===== src/rtl/glitch_pkg.sv =====
// Shared types and default sizes for the glitch sequencer and its counters.
package glitch_pkg;

    localparam int DEFAULT_DLY_W       = 24;
    localparam int DEFAULT_WID_W       = 16;
    localparam int DEFAULT_ARM_TIMEOUT = 16;

    typedef enum logic [2:0] {
        IDLE         = 3'd0,
        ARMED        = 3'd1,
        WAIT_RELEASE = 3'd2,
        DELAY        = 3'd3,
        PULSE        = 3'd4,
        GAP          = 3'd5,
        DONE         = 3'd6
    } state_t;

endpackage


===== src/rtl/glitch_down_counter.sv =====
// Load/decrement counter that saturates at zero and flags when it is empty.
module glitch_down_counter #(
    parameter int WIDTH = 8
) (
    input  logic             clk,
    input  logic             rst,
    input  logic             load,
    input  logic             dec,
    input  logic [WIDTH-1:0] value,
    output logic             zero
);

    logic [WIDTH-1:0] count;

    always_ff @(posedge clk) begin
        if (rst) begin
            count <= '0;
        end else if (load) begin
            count <= value;
        end else if (dec && (count != '0)) begin
            count <= count - WIDTH'(1);
        end
    end

    assign zero = (count == '0);

endmodule


===== src/rtl/glitch_sequencer.sv =====
// Arms a target reset, waits for its release, then emits N pulses of W cycles
// separated by max(G,1) low cycles, the first rising D+1 cycles after release.
module glitch_sequencer
    import glitch_pkg::*;
#(
    parameter int DLY_W       = DEFAULT_DLY_W,
    parameter int WID_W       = DEFAULT_WID_W,
    parameter int ARM_TIMEOUT = DEFAULT_ARM_TIMEOUT
) (
    input  logic             clk,
    input  logic             rst,
    input  logic             arm,
    input  logic [DLY_W-1:0] delay_cycles,
    input  logic [WID_W-1:0] width_cycles,
    input  logic [WID_W-1:0] gap_cycles,
    input  logic [7:0]       pulse_count,
    input  logic             abort,
    input  logic             reset_line,
    output logic             reset_req,
    output logic             glitch_out,
    output logic             busy,
    output logic             done,
    output logic             err,
    output state_t           state
);

    localparam int TMO_W = $clog2(ARM_TIMEOUT + 1);

    logic [DLY_W-1:0] sh_delay;
    logic [WID_W-1:0] sh_width;
    logic [WID_W-1:0] sh_gap;
    logic [7:0]       sh_count;
    logic [TMO_W-1:0] tmo_cnt;

    logic             dly_load, dly_dec, dly_zero;
    logic             wg_load, wg_dec, wg_zero;
    logic [WID_W-1:0] wg_value;
    logic             pc_load, pc_dec, pc_zero;

    logic             cfg_ok;
    logic             run_ok;
    logic [WID_W-1:0] width_load;
    logic [WID_W-1:0] gap_load;

    assign cfg_ok     = (width_cycles != '0) && (pulse_count != 8'd0);
    assign run_ok     = !abort && !reset_line;
    assign width_load = sh_width - WID_W'(1);
    // A zero gap still leaves one low cycle so consecutive pulses stay distinct.
    assign gap_load   = (sh_gap == '0) ? '0 : sh_gap - WID_W'(1);

    always_comb begin
        dly_load = 1'b0;
        dly_dec  = 1'b0;
        wg_load  = 1'b0;
        wg_dec   = 1'b0;
        wg_value = width_load;
        pc_load  = 1'b0;
        pc_dec   = 1'b0;
        case (state)
            WAIT_RELEASE: begin
                if (run_ok) begin
                    dly_load = 1'b1;
                    pc_load  = 1'b1;
                end
            end
            DELAY: begin
                if (run_ok) begin
                    if (dly_zero) wg_load = 1'b1;
                    else          dly_dec = 1'b1;
                end
            end
            PULSE: begin
                if (run_ok) begin
                    if (wg_zero) begin
                        if (!pc_zero) begin
                            pc_dec   = 1'b1;
                            wg_load  = 1'b1;
                            wg_value = gap_load;
                        end
                    end else begin
                        wg_dec = 1'b1;
                    end
                end
            end
            GAP: begin
                if (run_ok) begin
                    if (wg_zero) wg_load = 1'b1;
                    else         wg_dec  = 1'b1;
                end
            end
            default: ;
        endcase
    end

    glitch_down_counter #(.WIDTH(DLY_W)) u_delay_cnt (
        .clk   (clk),
        .rst   (rst),
        .load  (dly_load),
        .dec   (dly_dec),
        .value (sh_delay),
        .zero  (dly_zero)
    );

    glitch_down_counter #(.WIDTH(WID_W)) u_width_gap_cnt (
        .clk   (clk),
        .rst   (rst),
        .load  (wg_load),
        .dec   (wg_dec),
        .value (wg_value),
        .zero  (wg_zero)
    );

    glitch_down_counter #(.WIDTH(8)) u_pulse_cnt (
        .clk   (clk),
        .rst   (rst),
        .load  (pc_load),
        .dec   (pc_dec),
        .value (sh_count - 8'd1),
        .zero  (pc_zero)
    );

    always_ff @(posedge clk) begin
        if (rst) begin
            state      <= IDLE;
            reset_req  <= 1'b0;
            glitch_out <= 1'b0;
            busy       <= 1'b0;
            done       <= 1'b0;
            err        <= 1'b0;
            tmo_cnt    <= '0;
            sh_delay   <= '0;
            sh_width   <= '0;
            sh_gap     <= '0;
            sh_count   <= 8'd0;
        end else begin
            reset_req <= 1'b0;
            done      <= 1'b0;
            err       <= 1'b0;
            if ((state != IDLE) && abort) begin
                state      <= IDLE;
                busy       <= 1'b0;
                glitch_out <= 1'b0;
            end else begin
                case (state)
                    IDLE: begin
                        if (arm) begin
                            if (!cfg_ok) begin
                                err <= 1'b1;
                            end else begin
                                sh_delay  <= delay_cycles;
                                sh_width  <= width_cycles;
                                sh_gap    <= gap_cycles;
                                sh_count  <= pulse_count;
                                reset_req <= 1'b1;
                                tmo_cnt   <= TMO_W'(ARM_TIMEOUT - 1);
                                busy      <= 1'b1;
                                state     <= ARMED;
                            end
                        end
                    end
                    ARMED: begin
                        if (reset_line) begin
                            state <= WAIT_RELEASE;
                        end else if (tmo_cnt == '0) begin
                            err   <= 1'b1;
                            busy  <= 1'b0;
                            state <= IDLE;
                        end else begin
                            tmo_cnt <= tmo_cnt - TMO_W'(1);
                        end
                    end
                    WAIT_RELEASE: begin
                        if (!reset_line) state <= DELAY;
                    end
                    DELAY, PULSE, GAP: begin
                        // A re-asserted target reset restarts the whole train.
                        if (reset_line) begin
                            glitch_out <= 1'b0;
                            state      <= WAIT_RELEASE;
                        end else if (state == DELAY) begin
                            if (dly_zero) begin
                                glitch_out <= 1'b1;
                                state      <= PULSE;
                            end
                        end else if (state == PULSE) begin
                            if (wg_zero) begin
                                glitch_out <= 1'b0;
                                if (pc_zero) begin
                                    done  <= 1'b1;
                                    state <= DONE;
                                end else begin
                                    state <= GAP;
                                end
                            end
                        end else if (wg_zero) begin
                            glitch_out <= 1'b1;
                            state      <= PULSE;
                        end
                    end
                    DONE: begin
                        busy  <= 1'b0;
                        state <= IDLE;
                    end
                    default: begin
                        glitch_out <= 1'b0;
                        busy       <= 1'b0;
                        state      <= IDLE;
                    end
                endcase
            end
        end
    end

endmodule


===== config.mk =====
export PLATFORM = sky130hd
export DESIGN_NAME = glitch_sequencer
export DESIGN_NICKNAME = d
export VERILOG_FILES = /design/src/rtl/glitch_pkg.sv /design/src/rtl/glitch_down_counter.sv /design/src/rtl/glitch_sequencer.sv
export SDC_FILE = /design/constraint.sdc
export NUM_CORES = 1
export LEC_CHECK = 0
export BUFFER_PORTS_ARGS = -buffer_cell sky130_fd_sc_hd__buf_4
export CAP_MARGIN = 20
export CORE_UTILIZATION = 59
export DETAILED_ROUTE_END_ITERATION = 8
export PLACE_DENSITY = 0.8
export SKIP_CTS_REPAIR_TIMING = 1
export SLEW_MARGIN = 15
export SYNTH_ARGS = -nofsm -noshare
export SYNTH_HDL_FRONTEND = slang
export SYNTH_SLANG_ARGS = --single-unit

===== constraint.sdc =====
create_clock -name clk -period 2.9 [get_ports clk]
set_input_delay 0.435 -clock clk [delete_from_list [all_inputs] [get_ports clk]]
set_output_delay 0.435 -clock clk [all_outputs]
set_load 0.01 [all_outputs]

==> results.md <==
* Top FF cell, synth: dfxtp_1
* Post-Syn Instances at 880
* Post-synthesis sequential element count at 125
* Fin nets at 1034
* Remaining global-route overflow at 0
* Final ANT Viol Nets at 0
* Commonest non-fill, non-tap cells in the layout: 179 x nand2_1, 125 x dfxtp_1, 101 x buf_4
* Setup tns final at 0 ns
* Synthesis warning total at 0
* Syn nets at 960
* Fmax at 376 MHz
* Initial Util at 61.4%
* Routability cong. at 0.917
* Initial DRC count at 568
* Worst Path Max Fanout at 6
* First-pass DRT Iterations at 6
* Peak supply drop at 0.640 mV
* Largest cells by area after synthesis: dfxtp_1 37%, nand2_1 10%, a21oi_1 7.2%
* CTS H-Tree Depth at 4
* Leakage power at 3.12 nW
* First-pass GRT wire length at 29500 um
* Area leader, netlist: dfxtp_1
* Largest family of logic cells by synthesized area: simple AND/OR/NAND/NOR gates
* Pin count of the biggest net entering global routing at 92
* Worst setup EP type: register
* CP Class: register to register
* Slew Limit Fails at 0
* Number of global-route vias before repair at 6214
* Final wirelength at 17700 um
* CTS buffer count at 17
* Final worst-path cycle share at 91.6%
* # rows at 38
* Antenna cells at 0
* Total power at 6.48 mW
* Core Box Area at 11000 um2
* Commonest non-fill, non-tap cell in the layout: nand2_1
* Layout Utilization at 73.3%
* Fin crit period at 2.66 ns
* Post-DP HPWL at 12500 um
* Cell area power density at 805 nW/um2
* Initial antenna violation count at 0
* FFs w/ async S/R, synth at 0%
* PortBufs at 76
* Clock tree sinks at 125
* DR WL/cell at 16.0 um
* Via Count at 6703
* Share of layout cells above drive strength 1 at 15.7%
* Layout fillers at 914
* Compound-cell area share of the yosys netlist at 19.1%
* Yosys top cell area share at 37.1%
* Total track usage at 31.9%
* Status: finished, final reports clean
* Final hold violation count at 0
* Clock Path Buffers at 2
* Synthesis-to-finish area growth at 19.3%
* Die area at 11900 um2
* I/O pin cnt at 77
* XOR/XNOR share of the synthesized area at 6.49%
* Root Buffer: clkbuf_16
* Simple-gate area share of the yosys netlist at 29.8%
* Cell Area, Synth at 6750 um2
* Die width at 109 um
* Worst-skew pair later-pin latency at 0.42 ns
* EDFF count, synth at 0
* Post-Place Worst Slack at 0.284 ns
* RSZ-0062 raised after global routing: no
* Worst EP arrival at 2.98 ns
* Clk_skew at 0.00612 ns
* WP data required at 3.23 ns
* HP Class: input port to register
* Count of final setup violators at 0
* Die Y-Extent at 109 um
* Multiplexer area fraction after synthesis at 1.65%
* Avg Inst Size Synth at 7.67 um2
* CTS tree: built
* Sequential area share after synthesis at 37.1%
* Max Cap Viol at 0
* Slew @ Worst Pin at 0.958 ns
* Rel. slew slack at 36.1%
* Vias per cell at 6.06
* Count of unique library cells instantiated by Yosys at 66
* Synth Area in Adders at 2.04%
* DRC at 0
* Startpoint types: register
* Worst-case setup margin in the final layout at 0.244 ns
* Reg2Reg Setup Slack at 0.24 ns
* Clk slew on worst S/H paths at 0.06 ns
## routing by layer
metal  global-route usage, %  part of all wire (%)
met5                       0                     0
met2                    49.9                    46
met4                    11.8                   1.8
met1                    42.4                    47
met3                    7.71                   5.9
## path summary, 6_finish.rpt
path	startpoint	to	cells after the start
max reg2reg	u_width_gap_cnt.count[2]	u_width_gap_cnt.count[4]	6
min	delay_cycles[17]	sh_delay[17]	3
max	u_width_gap_cnt.count[2]	u_width_gap_cnt.count[4]	6
min reg2reg	sh_delay[13]	sh_delay[13]	2
## metrics by stage
step	cells	hold slack (ns)	instance area, um2
floorplan	880	0.431	6750
finish	1106	0.258	8050
global placement	1075	0.445	7510
global route	1106	0.247	8050
CTS	1106	0.250	8050
detailed placement	1075	0.447	7510
## cell type report
class                      instances  area [um2]  share of cell area [%]
clock buffer                      19         453                    5.63
clock inverter                    12        90.1                    1.12
inverter                          14        52.6                   0.653
multi-input combinational        694        4000                    49.7
sequential                       125        2500                    31.1
tap                              140         175                    2.18
timing repair buffer             102         778                    9.67
## report_power, final
| part | leakage, nW | internal (mW) | switching [mW] |
|---|---|---|---|
| clock network | 0.250 | 1.13 | 0.800 |
| logic | 1.85 | 0.957 | 1.39 |
| registers | 1.02 | 1.96 | 0.238 |
| total | 3.12 | 4.05 | 2.43 |
## kinds of logic after synthesis
family	count (synthesis)
adder cells (fa/ha/maj)	11
AO/OA/AOI/OAI	206
multiplexers	11
buffers and inverters	61
flip-flops	125
XOR/XNOR	50
AND/OR/NAND/NOR	416
## state kept, by name (all words and copies together), names as in the netlist
signal                 cells
u_pulse_cnt.count          8
sh_gap                    16
u_delay_cnt.count         24
glitch_out                 1
state                      3
done                       1
tmo_cnt                    5
sh_width                  16
u_width_gap_cnt.count     16
err                        1
reset_req                  1
sh_delay                  24
sh_count                   8
busy                       1
## synthesized netlist by cell type (3+ instances only)
cell,count
or3_1,13
and3_1,5
nand2_1,179
nor2_1,61
a311oi_1,5
inv_1,14
mux2i_1,10
or4_1,9
nand3b_1,4
o21ai_0,20
or4_4,3
nor4_1,24
a31oi_1,10
ha_1,11
a22oi_1,4
clkbuf_1,41
xnor2_1,33
o311ai_0,6
nor3_1,42
dfxtp_1,125
and2_1,3
xor2_1,17
nand2b_1,3
nor4b_1,4
o22ai_1,3
nand4_1,11
nand3_1,25
buf_6,3
a211oi_1,31
nor3b_1,7
a21oi_1,97
or2_2,3
o211ai_1,5
nor2b_1,5
## critical path, stage by stage, from the launching register on
cell      delay [ns]
dfxtp_1         0.35
or4_4           0.59
or4_4           0.53
o21ai_0         0.49
nor3_1          0.16
xnor2_1         0.18
a211oi_1        0.25
Power figures use the tool's default switching activity.
